### config.mk
export PLATFORM = sky130hd
export DESIGN_NAME = divu_unit
export DESIGN_NICKNAME = d
export VERILOG_FILES = /design/src/rtl/alu_pkg.sv /design/src/rtl/divu_hilo.sv /design/src/rtl/divu_unit.sv
export SDC_FILE = /design/constraint.sdc
export NUM_CORES = 1
export LEC_CHECK = 0
export BUFFER_PORTS_ARGS = -buffer_cell sky130_fd_sc_hd__clkbuf_2
export CORE_MARGIN = 1
export CORE_UTILIZATION = 55
export DETAILED_ROUTE_END_ITERATION = 10
export GPL_ROUTABILITY_DRIVEN = 1
export PLACE_DENSITY = 0.82
export SLEW_MARGIN = 20
export SYNTH_ARGS = -nofsm -noshare
export SYNTH_HDL_FRONTEND = slang
export SYNTH_SLANG_ARGS = --single-unit
### constraint.sdc
create_clock -name clk -period 4 [get_ports clk]
set_input_delay 0.4 -clock clk [delete_from_list [all_inputs] [get_ports clk]]
set_output_delay 0.4 -clock clk [all_outputs]
set_load 0.03 [all_outputs]
### src/rtl/alu_pkg.sv
// Shared ALU/divider definitions: funct codes, default datapath width and divider state encoding.
package alu_pkg;

  localparam int DATA_W = 32;

  localparam logic [5:0] FN_MFHI = 6'd16;
  localparam logic [5:0] FN_MFLO = 6'd18;
  localparam logic [5:0] FN_DIV  = 6'd26;
  localparam logic [5:0] FN_DIVU = 6'd27;

  typedef enum logic [1:0] {
    IDLE = 2'd0,
    RUN  = 2'd1,
    DONE = 2'd2
  } div_state_t;

endpackage

### src/rtl/divu_hilo.sv
// Hi/Lo result register pair with the registered MFHI/MFLO readback port.
module divu_hilo
  import alu_pkg::*;
#(
  parameter int WIDTH = DATA_W
) (
  input  logic             clk,
  input  logic             reset,
  input  logic             wr_en,
  input  logic [WIDTH-1:0] hi_in,
  input  logic [WIDTH-1:0] lo_in,
  input  logic             rd_hi,
  input  logic             rd_lo,
  output logic [WIDTH-1:0] rd_data
);

  logic [WIDTH-1:0] hi_reg;
  logic [WIDTH-1:0] lo_reg;

  // A read in the same cycle as a write sees the old value.
  always_ff @(posedge clk or negedge reset) begin
    if (!reset) begin
      hi_reg  <= '0;
      lo_reg  <= '0;
      rd_data <= '0;
    end else begin
      if (wr_en) begin
        hi_reg <= hi_in;
        lo_reg <= lo_in;
      end
      if (rd_hi) begin
        rd_data <= hi_reg;
      end else if (rd_lo) begin
        rd_data <= lo_reg;
      end
    end
  end

endmodule

### src/rtl/divu_unit.sv
// Sequential restoring divider, one quotient bit per clock; results land in divu_hilo.
// Optional signed DIV support is enabled with DIVU_SIGNED_EN.
module divu_unit
  import alu_pkg::*;
#(
  parameter int WIDTH = DATA_W,
  parameter int CNT_W = 6
) (
  input  logic             clk,
  input  logic             reset,
  input  logic [5:0]       Signal,
  input  logic [WIDTH-1:0] dataA,
  input  logic [WIDTH-1:0] dataB,
  output logic [WIDTH-1:0] Output,
  output logic             busy,
  output logic             done
);

  localparam logic [CNT_W-1:0] LAST_CNT = CNT_W'(WIDTH - 1);

  div_state_t       state_reg, state_next;
  logic [WIDTH:0]   rem_reg, rem_next;
  logic [WIDTH-1:0] q_reg, q_next;
  logic [WIDTH-1:0] div_reg, div_next;
  logic [CNT_W-1:0] cnt_reg, cnt_next;

  logic             start;
  logic [WIDTH-1:0] a_mag, b_mag;
  logic [WIDTH-1:0] lo_res, hi_res;
  logic [WIDTH:0]   rem_shift, rem_iter;
  logic [WIDTH-1:0] q_iter;

`ifdef DIVU_SIGNED_EN
  logic neg_q_reg, neg_q_next;
  logic neg_r_reg, neg_r_next;
  logic sgn_a, sgn_b;

  assign start  = (Signal == FN_DIVU) || (Signal == FN_DIV);
  assign sgn_a  = (Signal == FN_DIV) && dataA[WIDTH-1];
  assign sgn_b  = (Signal == FN_DIV) && dataB[WIDTH-1];
  assign a_mag  = sgn_a ? (~dataA + WIDTH'(1)) : dataA;
  assign b_mag  = sgn_b ? (~dataB + WIDTH'(1)) : dataB;
  assign lo_res = neg_q_reg ? (~q_reg + WIDTH'(1)) : q_reg;
  assign hi_res = neg_r_reg ? (~rem_reg[WIDTH-1:0] + WIDTH'(1)) : rem_reg[WIDTH-1:0];
`else
  assign start  = (Signal == FN_DIVU);
  assign a_mag  = dataA;
  assign b_mag  = dataB;
  assign lo_res = q_reg;
  assign hi_res = rem_reg[WIDTH-1:0];
`endif

  // One restoring step: shift in the next dividend bit, subtract if it fits.
  always_comb begin
    rem_shift = {rem_reg[WIDTH-1:0], q_reg[WIDTH-1]};
    q_iter    = {q_reg[WIDTH-2:0], 1'b0};
    rem_iter  = rem_shift;
    if (rem_shift >= {1'b0, div_reg}) begin
      rem_iter  = rem_shift - {1'b0, div_reg};
      q_iter[0] = 1'b1;
    end
  end

  always_comb begin
    state_next = state_reg;
    rem_next   = rem_reg;
    q_next     = q_reg;
    div_next   = div_reg;
    cnt_next   = cnt_reg;
`ifdef DIVU_SIGNED_EN
    neg_q_next = neg_q_reg;
    neg_r_next = neg_r_reg;
`endif
    case (state_reg)
      IDLE: begin
        if (start) begin
          state_next = RUN;
          q_next     = a_mag;
          div_next   = b_mag;
          rem_next   = '0;
          cnt_next   = '0;
`ifdef DIVU_SIGNED_EN
          // A zero divisor keeps the all-ones quotient unsigned-style.
          neg_q_next = (sgn_a ^ sgn_b) && (dataB != '0);
          neg_r_next = sgn_a;
`endif
        end
      end
      RUN: begin
        rem_next = rem_iter;
        q_next   = q_iter;
        cnt_next = cnt_reg + CNT_W'(1);
        if (cnt_reg == LAST_CNT) begin
          state_next = DONE;
        end
      end
      DONE: begin
        state_next = IDLE;
      end
      default: begin
        state_next = IDLE;
      end
    endcase
  end

  always_ff @(posedge clk or negedge reset) begin
    if (!reset) begin
      state_reg <= IDLE;
      rem_reg   <= '0;
      q_reg     <= '0;
      div_reg   <= '0;
      cnt_reg   <= '0;
`ifdef DIVU_SIGNED_EN
      neg_q_reg <= 1'b0;
      neg_r_reg <= 1'b0;
`endif
    end else begin
      state_reg <= state_next;
      rem_reg   <= rem_next;
      q_reg     <= q_next;
      div_reg   <= div_next;
      cnt_reg   <= cnt_next;
`ifdef DIVU_SIGNED_EN
      neg_q_reg <= neg_q_next;
      neg_r_reg <= neg_r_next;
`endif
    end
  end

  assign busy = (state_reg == RUN);
  assign done = (state_reg == DONE);

  divu_hilo #(
    .WIDTH(WIDTH)
  ) u_hilo (
    .clk    (clk),
    .reset  (reset),
    .wr_en  (state_reg == DONE),
    .hi_in  (hi_res),
    .lo_in  (lo_res),
    .rd_hi  (Signal == FN_MFHI),
    .rd_lo  (Signal == FN_MFLO),
    .rd_data(Output)
  );

endmodule

==> results.sh, run 1 <==
export IMPL_dieArea_um2=18500
export IMPL_synth_top_flop_cell="dfrtp_1"
export IMPL_fin_crit_sh_pct=86.6
export IMPL_clock_skew_ps=10.1
export IMPL_path_clk_slew_ps=70
export IMPL_wl_met1_um=10800
export IMPL_worstSetupEndpointType="register"
export IMPL_tightest_slew_ps=986
export IMPL_critPathLaunch="rem_reg[11]"
export IMPL_netlist_top_cells_count="200 x dfrtp_1, 137 x nand2_1, 108 x o21ai_0"
export IMPL_ys_ff_latch=200
export IMPL_hold_class="input port to asynchronous set/reset pin"
export IMPL_rows=48
export IMPL_slew_headroom_pct=34.3
export IMPL_wl_met2_um=10100
export IMPL_drt_wl_total_um=22300
export IMPL_syn_nets=1080
export IMPL_clk_latency_ps=440
export IMPL_path_cells="ha_1 > a21oi_1 > o21ai_0 > a2111oi_1 > a211o_2 > a31oi_1 > nor4_4 > buf_4 > nand2b_1 > o211ai_1"
export IMPL_yosysSeqAreaShare_pct=50.5
export IMPL_drtPass1Iterations=7
export IMPL_final_cells=1294
export IMPL_postCtsSetupRepairBufs=0
export IMPL_final_layout_size_suffix_gt1_share_pct=21.1
export IMPL_clockRootBuffer="clkbuf_16"
export IMPL_initial_core_util_pct=56.9
export IMPL_finalMaxSlewViolations=0
export IMPL_yosys_area_top_type="dfrtp_1"
export IMPL_cts_tree="built"
export IMPL_syn2layout_area_growth_pct=13.8
export IMPL_syn_inst=974
export IMPL_reg2reg_from="rem_reg[11]"
export IMPL_synth_most_common_cell="dfrtp_1"
export IMPL_syn_area_um2=9900
export IMPL_die_h_um=136
export IMPL_synthTopCellsByArea="dfrtp_1 51%, mux2_2 7.3%, mux2i_1 5.9%"
export IMPL_drcViolationCount=0
export IMPL_n_antenna_cell=0
export IMPL_highest_layer="met4"
export IMPL_cts_resized=0
export IMPL_gr_total_overflow=0
export IMPL_hold_viol=0
export IMPL_num_io_pins=106
export IMPL_initialDrtViolationCount=435
export IMPL_ys_types=63
export IMPL_cts_hold_buf=0
export IMPL_portBuffers=105
export IMPL_critical_path_class="register to register"
export IMPL_synth_top_area_share_pct=50.5
export IMPL_wl_per_cell_um=17.2
export IMPL_fillers=1375
export IMPL_critical_path_arrival_ps=3770
export IMPL_dp_hpwl_um=15300
export IMPL_crit_slowest_cell="a2111oi_1"
export IMPL_grt_max_degree=109
export IMPL_synth_async_reset_ratio_pct=100
export IMPL_rsz0062_at_grt="false"
export IMPL_cp_slowest_stage_delay_ps=650
export IMPL_avgSynthCellArea_um2=10.2
export IMPL_final_setup_tns_ps=0
export IMPL_synth_edff_count=0
export IMPL_ant_nets=0
export IMPL_period_needed_ps=3460
export IMPL_grt_antenna_before_repair=0
export IMPL_grt_pass1_wl_um=36200
export IMPL_core_um2=17400
export IMPL_avgViaCountPerCell=5.72
export IMPL_grt_pass1_vias=6974
export IMPL_maxClockFrequency_mhz=289
export IMPL_peakVddDrop_mv=0.372
export IMPL_dp_cells=1262
export IMPL_cellPowerDensity_nw_per_um2=698
export IMPL_cts_sinks=200
export IMPL_maxCapViolations=0
export IMPL_cp_start_kind="register"
export IMPL_setup_violations_final=0
export IMPL_cp_required_ps=4300
export IMPL_cts_buffer_depth=2
export IMPL_fin_nets=1162
export IMPL_die_w_um=136
export IMPL_leakage_nw=5.44
export IMPL_run_status="finished clean"
export IMPL_num_vias=7405
export IMPL_cts_buffers=17
export IMPL_yosysWarnings=0
export IMPL_cp_max_fo=33
export IMPL_place_gp_congestion=0.915
export IMPL_grt_usage_pct=25.4
export IMPL_cts_htree_levels=4
export IMPL_wl_met3_um=1100
[layout make-up]
class	instances	area (um^2)	area share [%]
multi-input combinational	676	4540	40.3
tap	225	282	2.50
clock inverter	14	189	1.68
sequential	200	5000	44.4
clock buffer	18	439	3.90
inverter	43	161	1.43
timing repair buffer	118	657	5.83
[critical path: cells and delay by family, from the launching register on]
family	cells	cell delay (ps)
AND/OR/NAND/NOR	2	480
buffers and inverters	1	490
AO/OA/AOI/OAI	6	1570
adder cells (fa/ha/maj)	1	360
flip-flops	1	420
[layout by cell type, fill, tap and decap left out, types with 8 or more instances in the layout]
cell       netlist  routed
clkbuf_16        0      17
o21ai_0        108     108
a21o_1           8       8
xor2_1          12      12
nand3_1         43      43
ha_1            33      33
inv_1           43      43
buf_4            0      11
clkbuf_2         0     104
nand2_1        137     137
nor2_1          51      51
mux2_2          64      64
o22ai_1         15      15
a21oi_1         26      26
dfrtp_1        200     200
mux2i_1         58      58
a22oi_1         17      17
xnor2_1         18      18
[final timing paths]
path	end	slack, ps	cells after the start
setup / recovery	rem_reg[24]	540	10
hold / removal	div_reg[9]	50	1
setup reg to reg	rem_reg[24]	540	10
hold reg to reg	u_hilo.rd_data[17]	480	2
max in group asynchronous	rem_reg[28]	3040	2
min in group clk	div_reg[0]	160	3
[metrics by stage]
stage | hold slack, ps | total power [W] | instance area [um^2] | setup WS (ps) | utilization [%]
3_3_place_gp | 460 | 0.00592 | 10600 | 678 | 61.1
4_1_cts | 87.4 | 0.00788 | 11300 | 572 | 64.7
5_1_grt | 118 | 0.00836 | 11300 | 294 | 64.7
3_5_place_dp | 471 | 0.00606 | 10600 | 583 | 61.1
2_1_floorplan | 104 | 0.00525 | 9900 | 990 | -
6_report | 49.3 | 0.00787 | 11300 | 536 | 64.7
[layer usage]
| metal | up-vias | global-route usage [%] |
|---|---|---|
| met1 | 3598 | 38.1 |
| met5 | - | 0 |
| li1 | 3584 | - |
| met2 | 205 | 38.2 |
| met4 | 0 | 6.85 |
| met3 | 18 | 3.91 |
[cells by family after synthesis]
family	after synthesis	synth area share (%)
compound gates	221	13.5
xor+xnor	30	2.65
fa+ha+maj	34	4.37
buf+inv	98	3.78
flops	200	50.5
mux	122	13.1
simple gates	269	12.0
[power breakdown]
group | internal [W] | switching (W) | total [W]
clock network | 0.000969 | 0.000819 | 0.00179
registers | 0.00279 | 0.000657 | 0.00345
logic | 0.00117 | 0.00146 | 0.00263
(Power assumes the default switching activity.)
==> run 2, diff against run 1 <==
--- a/config.mk
+++ b/config.mk
@@ -14,4 +14,5 @@
 export SLEW_MARGIN = 20
 export SYNTH_ARGS = -nofsm -noshare
 export SYNTH_HDL_FRONTEND = slang
+export SYNTH_HIERARCHICAL = 1
 export SYNTH_SLANG_ARGS = --single-unit
==> results.sh, run 2 <==
export IMPL_power_share_combinational_pct=32.7
export IMPL_avgSynthCellArea_um2=10.2
export IMPL_cts_sinks=200
export IMPL_syn2layout_area_growth_pct=11.1
export IMPL_grt_usage_pct=26.3
export IMPL_clock_skew_ps=13.3
export IMPL_ys_ff_latch=200
export IMPL_hold_class="input port to asynchronous set/reset pin"
export IMPL_leakage_nw=5.51
export IMPL_final_cells=1342
export IMPL_critical_path_class="register to register"
export IMPL_pre_cts_slack_ps=913
export IMPL_final_layout_size_suffix_gt1_share_pct=20.4
export IMPL_fillers=1465
export IMPL_worstSetupEndpointType="register"
export IMPL_rsz0062_at_grt="false"
export IMPL_die_w_um=140
export IMPL_tightest_slew_ps=1090
export IMPL_yosysSeqAreaShare_pct=47.9
export IMPL_dp_cells=1312
export IMPL_p_seq_share_pct=43.8
export IMPL_clockRootBuffer="clkbuf_16"
export IMPL_num_vias=7822
export IMPL_synth_top_flop_cell="dfrtp_1"
export IMPL_fin_crit_sh_pct=78.7
export IMPL_ys_types=63
export IMPL_crit_slowest_cell="dfrtp_1"
export IMPL_cts_buffer_depth=2
export IMPL_cts_buffers=17
export IMPL_fin_nets=1203
export IMPL_initialDrtViolationCount=589
export IMPL_yosysWarnings=6
export IMPL_place_gp_congestion=0.913
export IMPL_regArea_um2=5000
export IMPL_finalMaxSlewViolations=0
export IMPL_synthTopCellsByArea="dfrtp_1 48%, mux2_4 8.6%, nand2_1 4.4%"
export IMPL_period_needed_ps=3150
export IMPL_cp_max_fo=31
export IMPL_rows=50
export IMPL_sw_frac_of_total_pct=36.5
export IMPL_netlist_top_cells_count="200 x dfrtp_1, 122 x nand2_1, 84 x o21ai_0"
export IMPL_whs_ps=111
export IMPL_synth_top_area_share_pct=47.9
export IMPL_cp_slowest_stage_delay_ps=440
export IMPL_grt_max_degree=117
export IMPL_syn_inst=1021
export IMPL_drtPass1Iterations=5
export IMPL_cp_start_kind="register"
export IMPL_path_clk_slew_ps=70
export IMPL_initial_core_util_pct=56.0
export IMPL_maxClockFrequency_mhz=318
export IMPL_core_um2=18600
export IMPL_multi_input_area_um2=4910
export IMPL_cp_required_ps=4330
export IMPL_clk_latency_ps=440
export IMPL_synth_async_reset_ratio_pct=100
export IMPL_switchingPower_w=0.00268
export IMPL_cts_htree_levels=4
export IMPL_p_clk_share_pct=23.5
export IMPL_final_setup_tns_ps=0
export IMPL_drcViolationCount=0
export IMPL_grt_pass1_vias=7611
export IMPL_rrSetupSlack_ps=850
export IMPL_p_int_w=0.00467
export IMPL_cts_hold_buf=0
export IMPL_drt_wl_total_um=24200
export IMPL_dieArea_um2=19600
export IMPL_synth_edff_count=0
export IMPL_avgViaCountPerCell=5.83
export IMPL_yosys_area_top_type="dfrtp_1"
export IMPL_fin_ws_ps=853
export IMPL_slew_headroom_pct=27.4
export IMPL_critical_path_arrival_ps=3470
export IMPL_critPathTopFamily="compound AO/OA/AOI/OAI gates"
export IMPL_wl_per_cell_um=18.0
export IMPL_grt_antenna_before_repair=0
export IMPL_cts_resized=0
export IMPL_n_antenna_cell=0
export IMPL_syn_nets=1127
export IMPL_cts_tree="built"
export IMPL_die_h_um=140
export IMPL_cellPowerDensity_nw_per_um2=633
export IMPL_run_status="finished clean"
export IMPL_grt_pass1_wl_um=40300
export IMPL_maxCapViolations=0
export IMPL_hold_viol=0
export IMPL_num_io_pins=106
export IMPL_path_cells="ha_1 > a211o_1 > o21bai_1 > a41oi_2 > a311oi_2 > o22ai_2 > buf_4 > nor2_1 > a221o_1"
export IMPL_peakVddDrop_mv=0.359
export IMPL_postCtsSetupRepairBufs=0
export IMPL_dp_hpwl_um=16200
export IMPL_syn_area_um2=10400
export IMPL_portBuffers=105
export IMPL_layout_common_cells="200 x dfrtp_1, 122 x nand2_1, 104 x clkbuf_2"
export IMPL_ant_nets=0
export IMPL_setup_violations_final=0
export IMPL_final_common_cell="dfrtp_1"
export IMPL_path_buf_inv=1
export IMPL_gr_total_overflow=0
export IMPL_synth_most_common_cell="dfrtp_1"
[run 2: changes by cell type after synthesis, moves of 13 or more]
cell,previous run,this run
a22oi_1,17,4
mux2_2,64,4
mux2_4,0,60
mux2i_1,58,45
nand2_1,137,122
nand3_1,43,16
nor2_1,51,83
o21ai_0,108,84
o21ai_1,2,41
o22ai_1,15,31
[run 2: stage by stage]
step / utilization [%] / power [W] / cell area (um^2)
after floorplan: - / 0.00491 / 10400
after global placement: 59.2 / 0.00550 / 11000
after detailed placement: 59.2 / 0.00559 / 11000
after CTS: 62.3 / 0.00735 / 11600
after global routing: 62.3 / 0.00778 / 11600
final: 62.3 / 0.00735 / 11600
[run 2: layout make-up]
cell class,count,share of cell area (%)
sequential,200,43.1
inverter,45,1.46
clock inverter,12,1.21
tap,234,2.52
multi-input combinational,716,42.3
timing repair buffer,117,5.59
clock buffer,18,3.78
[run 2: final timing paths]
path | startpoint | end | cells after the start
min in group clk | dataB[14] | div_reg[14] | 3
worst min register to register | u_hilo/hi_reg[31] | u_hilo/rd_data[31] | 2
worst max register to register | rem_reg[15] | lo_res[0] | 9
worst min-delay path | reset | u_hilo/lo_reg[25] | 1
max in group asynchronous | reset | rem_reg[13] | 2
worst max-delay path | rem_reg[15] | lo_res[0] | 9
[run 2: power groups by stage]
stage | clock network (W) | logic [W] | registers (W)
floorplan | 0 | 0.00178 | 0.00313
global placement | 0 | 0.00231 | 0.00319
detailed placement | 0 | 0.00236 | 0.00323
CTS | 0.00175 | 0.00240 | 0.00320
global route | 0.00182 | 0.00268 | 0.00328
finish | 0.00173 | 0.00240 | 0.00322
[run 2: kinds of logic after synthesis]
logic type | share of synthesized area (%)
simple gates | 11.9
compound gates | 15.3
flops | 47.9
mux | 13.4
buf+inv | 5.33
fa+ha+maj | 4.14
xor+xnor | 2.01
[run 2: routing by layer]
metal  share of wire, %  track usage [%]
met3                4.7             3.72
met1                 48             38.8
met2                 45             39.2
met5                  0                0
met4                2.3             10.2
==> run 3, diff against run 2 <==
--- a/config.mk
+++ b/config.mk
@@ -5,12 +5,13 @@
 export SDC_FILE = /design/constraint.sdc
 export NUM_CORES = 1
 export LEC_CHECK = 0
+export ABC_AREA = 1
 export BUFFER_PORTS_ARGS = -buffer_cell sky130_fd_sc_hd__clkbuf_2
 export CORE_MARGIN = 1
-export CORE_UTILIZATION = 55
+export CORE_UTILIZATION = 54
 export DETAILED_ROUTE_END_ITERATION = 10
 export GPL_ROUTABILITY_DRIVEN = 1
-export PLACE_DENSITY = 0.82
+export PLACE_DENSITY = 0.84
 export SLEW_MARGIN = 20
 export SYNTH_ARGS = -nofsm -noshare
 export SYNTH_HDL_FRONTEND = slang
==> constraint.sdc (replaced) <==
create_clock -name clk -period 2.7 [get_ports clk]
set_input_delay 0.27 -clock clk [delete_from_list [all_inputs] [get_ports clk]]
set_output_delay 0.27 -clock clk [all_outputs]
set_load 0.03 [all_outputs]
==> results.sh, run 3 <==
export IMPL_dieArea_um2=21500
export IMPL_fin_ws_ps=202
export IMPL_netlist_top_cells_count="589 x nand2_1, 235 x inv_1, 200 x dfrtp_1"
export IMPL_cellPowerDensity_nw_per_um2=971
export IMPL_finalMaxSlewViolations=0
export IMPL_synthAdderAreaFrac_pct=3.84
export IMPL_grt_pass1_wl_um=47100
export IMPL_critical_path_class="register to register"
export IMPL_layout_common_cells="589 x nand2_1, 235 x inv_1, 200 x dfrtp_1"
export IMPL_synth_most_common_cell="nand2_1"
export IMPL_clk_latency_ps=450
export IMPL_gr_total_overflow=0
export IMPL_n_antenna_cell=0
export IMPL_avgViaCountPerCell=5.22
export IMPL_initialDrtViolationCount=774
export IMPL_worstSetupEndpointType="register"
export IMPL_portBuffers=105
export IMPL_dp_hpwl_um=20400
export IMPL_crit_slowest_cell="dfrtp_1"
export IMPL_cpMostUsedCell="nand2_1"
export IMPL_finish_utilization_pct=61.8
export IMPL_cts_resized=0
export IMPL_final_setup_tns_ps=0
export IMPL_critical_path_arrival_ps=2830
export IMPL_slew_headroom_pct=56.7
export IMPL_ff2ff_path_depth=12
export IMPL_fin_nets=1754
export IMPL_cp_required_ps=3030
export IMPL_drtPass1Iterations=5
export IMPL_yosysWarnings=6
export IMPL_cp_start_kind="register"
export IMPL_cp_max_fo=23
export IMPL_dp_cells=1898
export IMPL_path_clk_slew_ps=70
export IMPL_die_w_um=147
export IMPL_fin_crit_sh_pct=92.5
export IMPL_drcViolationCount=0
export IMPL_hold_class="input port to register"
export IMPL_cp_slowest_stage_delay_ps=460
export IMPL_syn_inst=1564
export IMPL_fillers=1784
export IMPL_cts_buffer_depth=2
export IMPL_synth_mux_area_fraction_pct=0
export IMPL_setup_violations_final=0
export IMPL_pre_cts_slack_ps=302
export IMPL_grt_usage_pct=27.9
export IMPL_num_io_pins=106
export IMPL_num_vias=10085
export IMPL_whs_ps=23.1
export IMPL_clock_skew_ps=12.2
export IMPL_leakage_nw=6.86
export IMPL_rows=52
export IMPL_avgSynthCellArea_um2=7.21
export IMPL_wl_per_cell_um=15.0
export IMPL_peakVddDrop_mv=0.475
export IMPL_syn2layout_area_growth_pct=11.6
export IMPL_synth_edff_count=0
export IMPL_syn_area_um2=11300
export IMPL_syn_nets=1670
export IMPL_final_layout_size_suffix_gt1_share_pct=11.9
export IMPL_path_cells="ha_1 > nand2_1 > inv_1 > a21oi_1 > nand2_1 > nand2_1 > nand3_2 > nor2_4 > buf_4 > nand3_1 > nand3_1 > o21ai_1"
export IMPL_run_status="finished clean"
export IMPL_synth_compound_area_share_pct=8.29
export IMPL_holdPathStages=3
export IMPL_maxClockFrequency_mhz=400
export IMPL_ys_ff_latch=200
export IMPL_yosys_area_share_simple_pct=31.0
export IMPL_final_cells=1931
export IMPL_clockRootBuffer="clkbuf_16"
export IMPL_yosysSeqAreaShare_pct=44.4
export IMPL_synth_async_reset_ratio_pct=100
export IMPL_tightest_slew_ps=650
export IMPL_synthTopCellsByArea="dfrtp_1 44%, nand2_1 20%, inv_1 7.8%"
export IMPL_postCtsSetupRepairBufs=0
export IMPL_synth_xor_xnor_area_share_pct=1.09
export IMPL_yosys_area_top_type="dfrtp_1"
export IMPL_die_h_um=147
export IMPL_period_needed_ps=2500
export IMPL_ys_types=40
export IMPL_synth_top_area_share_pct=44.4
export IMPL_cts_htree_levels=4
export IMPL_cts_tree="built"
export IMPL_core_um2=20400
export IMPL_grt_max_degree=81
export IMPL_synth_top_family_by_area="simple AND/OR/NAND/NOR gates"
export IMPL_rsz0062_at_grt="false"
export IMPL_maxCapViolations=0
export IMPL_grt_antenna_before_repair=0
export IMPL_cts_sinks=200
export IMPL_drt_wl_total_um=28900
export IMPL_cts_buffers=17
export IMPL_final_common_cell="nand2_1"
export IMPL_initial_core_util_pct=55.4
export IMPL_grt_pass1_vias=9583
export IMPL_place_gp_congestion=0.969
export IMPL_synth_top_flop_cell="dfrtp_1"
export IMPL_hold_viol=0
export IMPL_ant_nets=0
[run 3: changes by cell type in the layout (fill, tap and decap cells not counted), moves of 15 or more]
cell | previous run | this run
a21oi_1 | 38 | 23
inv_1 | 44 | 235
mux2_4 | 60 | 0
mux2i_1 | 45 | 0
nand2_1 | 122 | 589
nand3_1 | 16 | 82
nand3b_1 | 1 | 20
nor2_1 | 82 | 98
[run 3: per-layer routing]
| metal | vias up | global-route usage [%] | part of all wire [%] |
|---|---|---|---|
| li1 | 4992 | - | - |
| met1 | 4638 | 38.1 | 45 |
| met2 | 396 | 44.6 | 45 |
| met3 | 59 | 4.66 | 6.3 |
| met4 | 0 | 10.4 | 3.1 |
| met5 | - | 0 | 0 |
[run 3: worst paths after layout]
check,start,end,slack [ps]
setup / recovery,rem_reg[22],rem_reg[9],200
hold / removal,dataB[28],div_reg[28],20
setup reg to reg,rem_reg[22],rem_reg[9],200
hold reg to reg,u_hilo/rd_data[4],u_hilo/rd_data[4],480
max in group asynchronous,reset,u_hilo/lo_reg[22],1490
min in group asynchronous,reset,lo_res[6],400
[run 3: cells by family (layout without fill, tap and decap cells)]
logic type / count (synthesis) / count (layout)
AND/OR/NAND/NOR: 838 / 838
buffers and inverters: 301 / 398
flip-flops: 200 / 200
AO/OA/AOI/OAI: 177 / 177
adder cells (fa/ha/maj): 34 / 34
XOR/XNOR: 14 / 14
[run 3: repair_timing]
item	4_1_cts	5_1_grt
endpoints found under the setup margin	0	0
hold buffers	1	0
endpoints found under the hold margin	77	0
[run 3: metrics by stage]
| stage | cell area, um^2 | power [W] |
|---|---|---|
| final | 12600 | 0.0122 |
| after global routing | 12600 | 0.0131 |
| after floorplan | 11300 | 0.00822 |
| after global placement | 12000 | 0.00936 |
| after detailed placement | 12000 | 0.00954 |
| after CTS | 12600 | 0.0122 |
[run 3: report_power, final]
part           internal [W]  leakage, nW  switching (W)
clock network       0.00130        0.294        0.00127
registers           0.00404         2.25       0.000858
logic               0.00168         4.32        0.00307
[run 3: cell type report]
cell class	instances	area (um^2)	area share, %
sequential	200	5000	39.7
multi-input combinational	1063	5000	39.7
inverter	243	915	7.26
timing repair buffer	123	734	5.83
clock buffer	20	467	3.71
tap	270	338	2.68
clock inverter	12	129	1.02
[run 3: worst max-delay path: cells and delay by family (launching register included)]
family | cells | cell delay [ps]
AND/OR/NAND/NOR | 7 | 820
buffers and inverters | 2 | 360
AO/OA/AOI/OAI | 2 | 330
adder cells (fa/ha/maj) | 1 | 390
flip-flops | 1 | 460
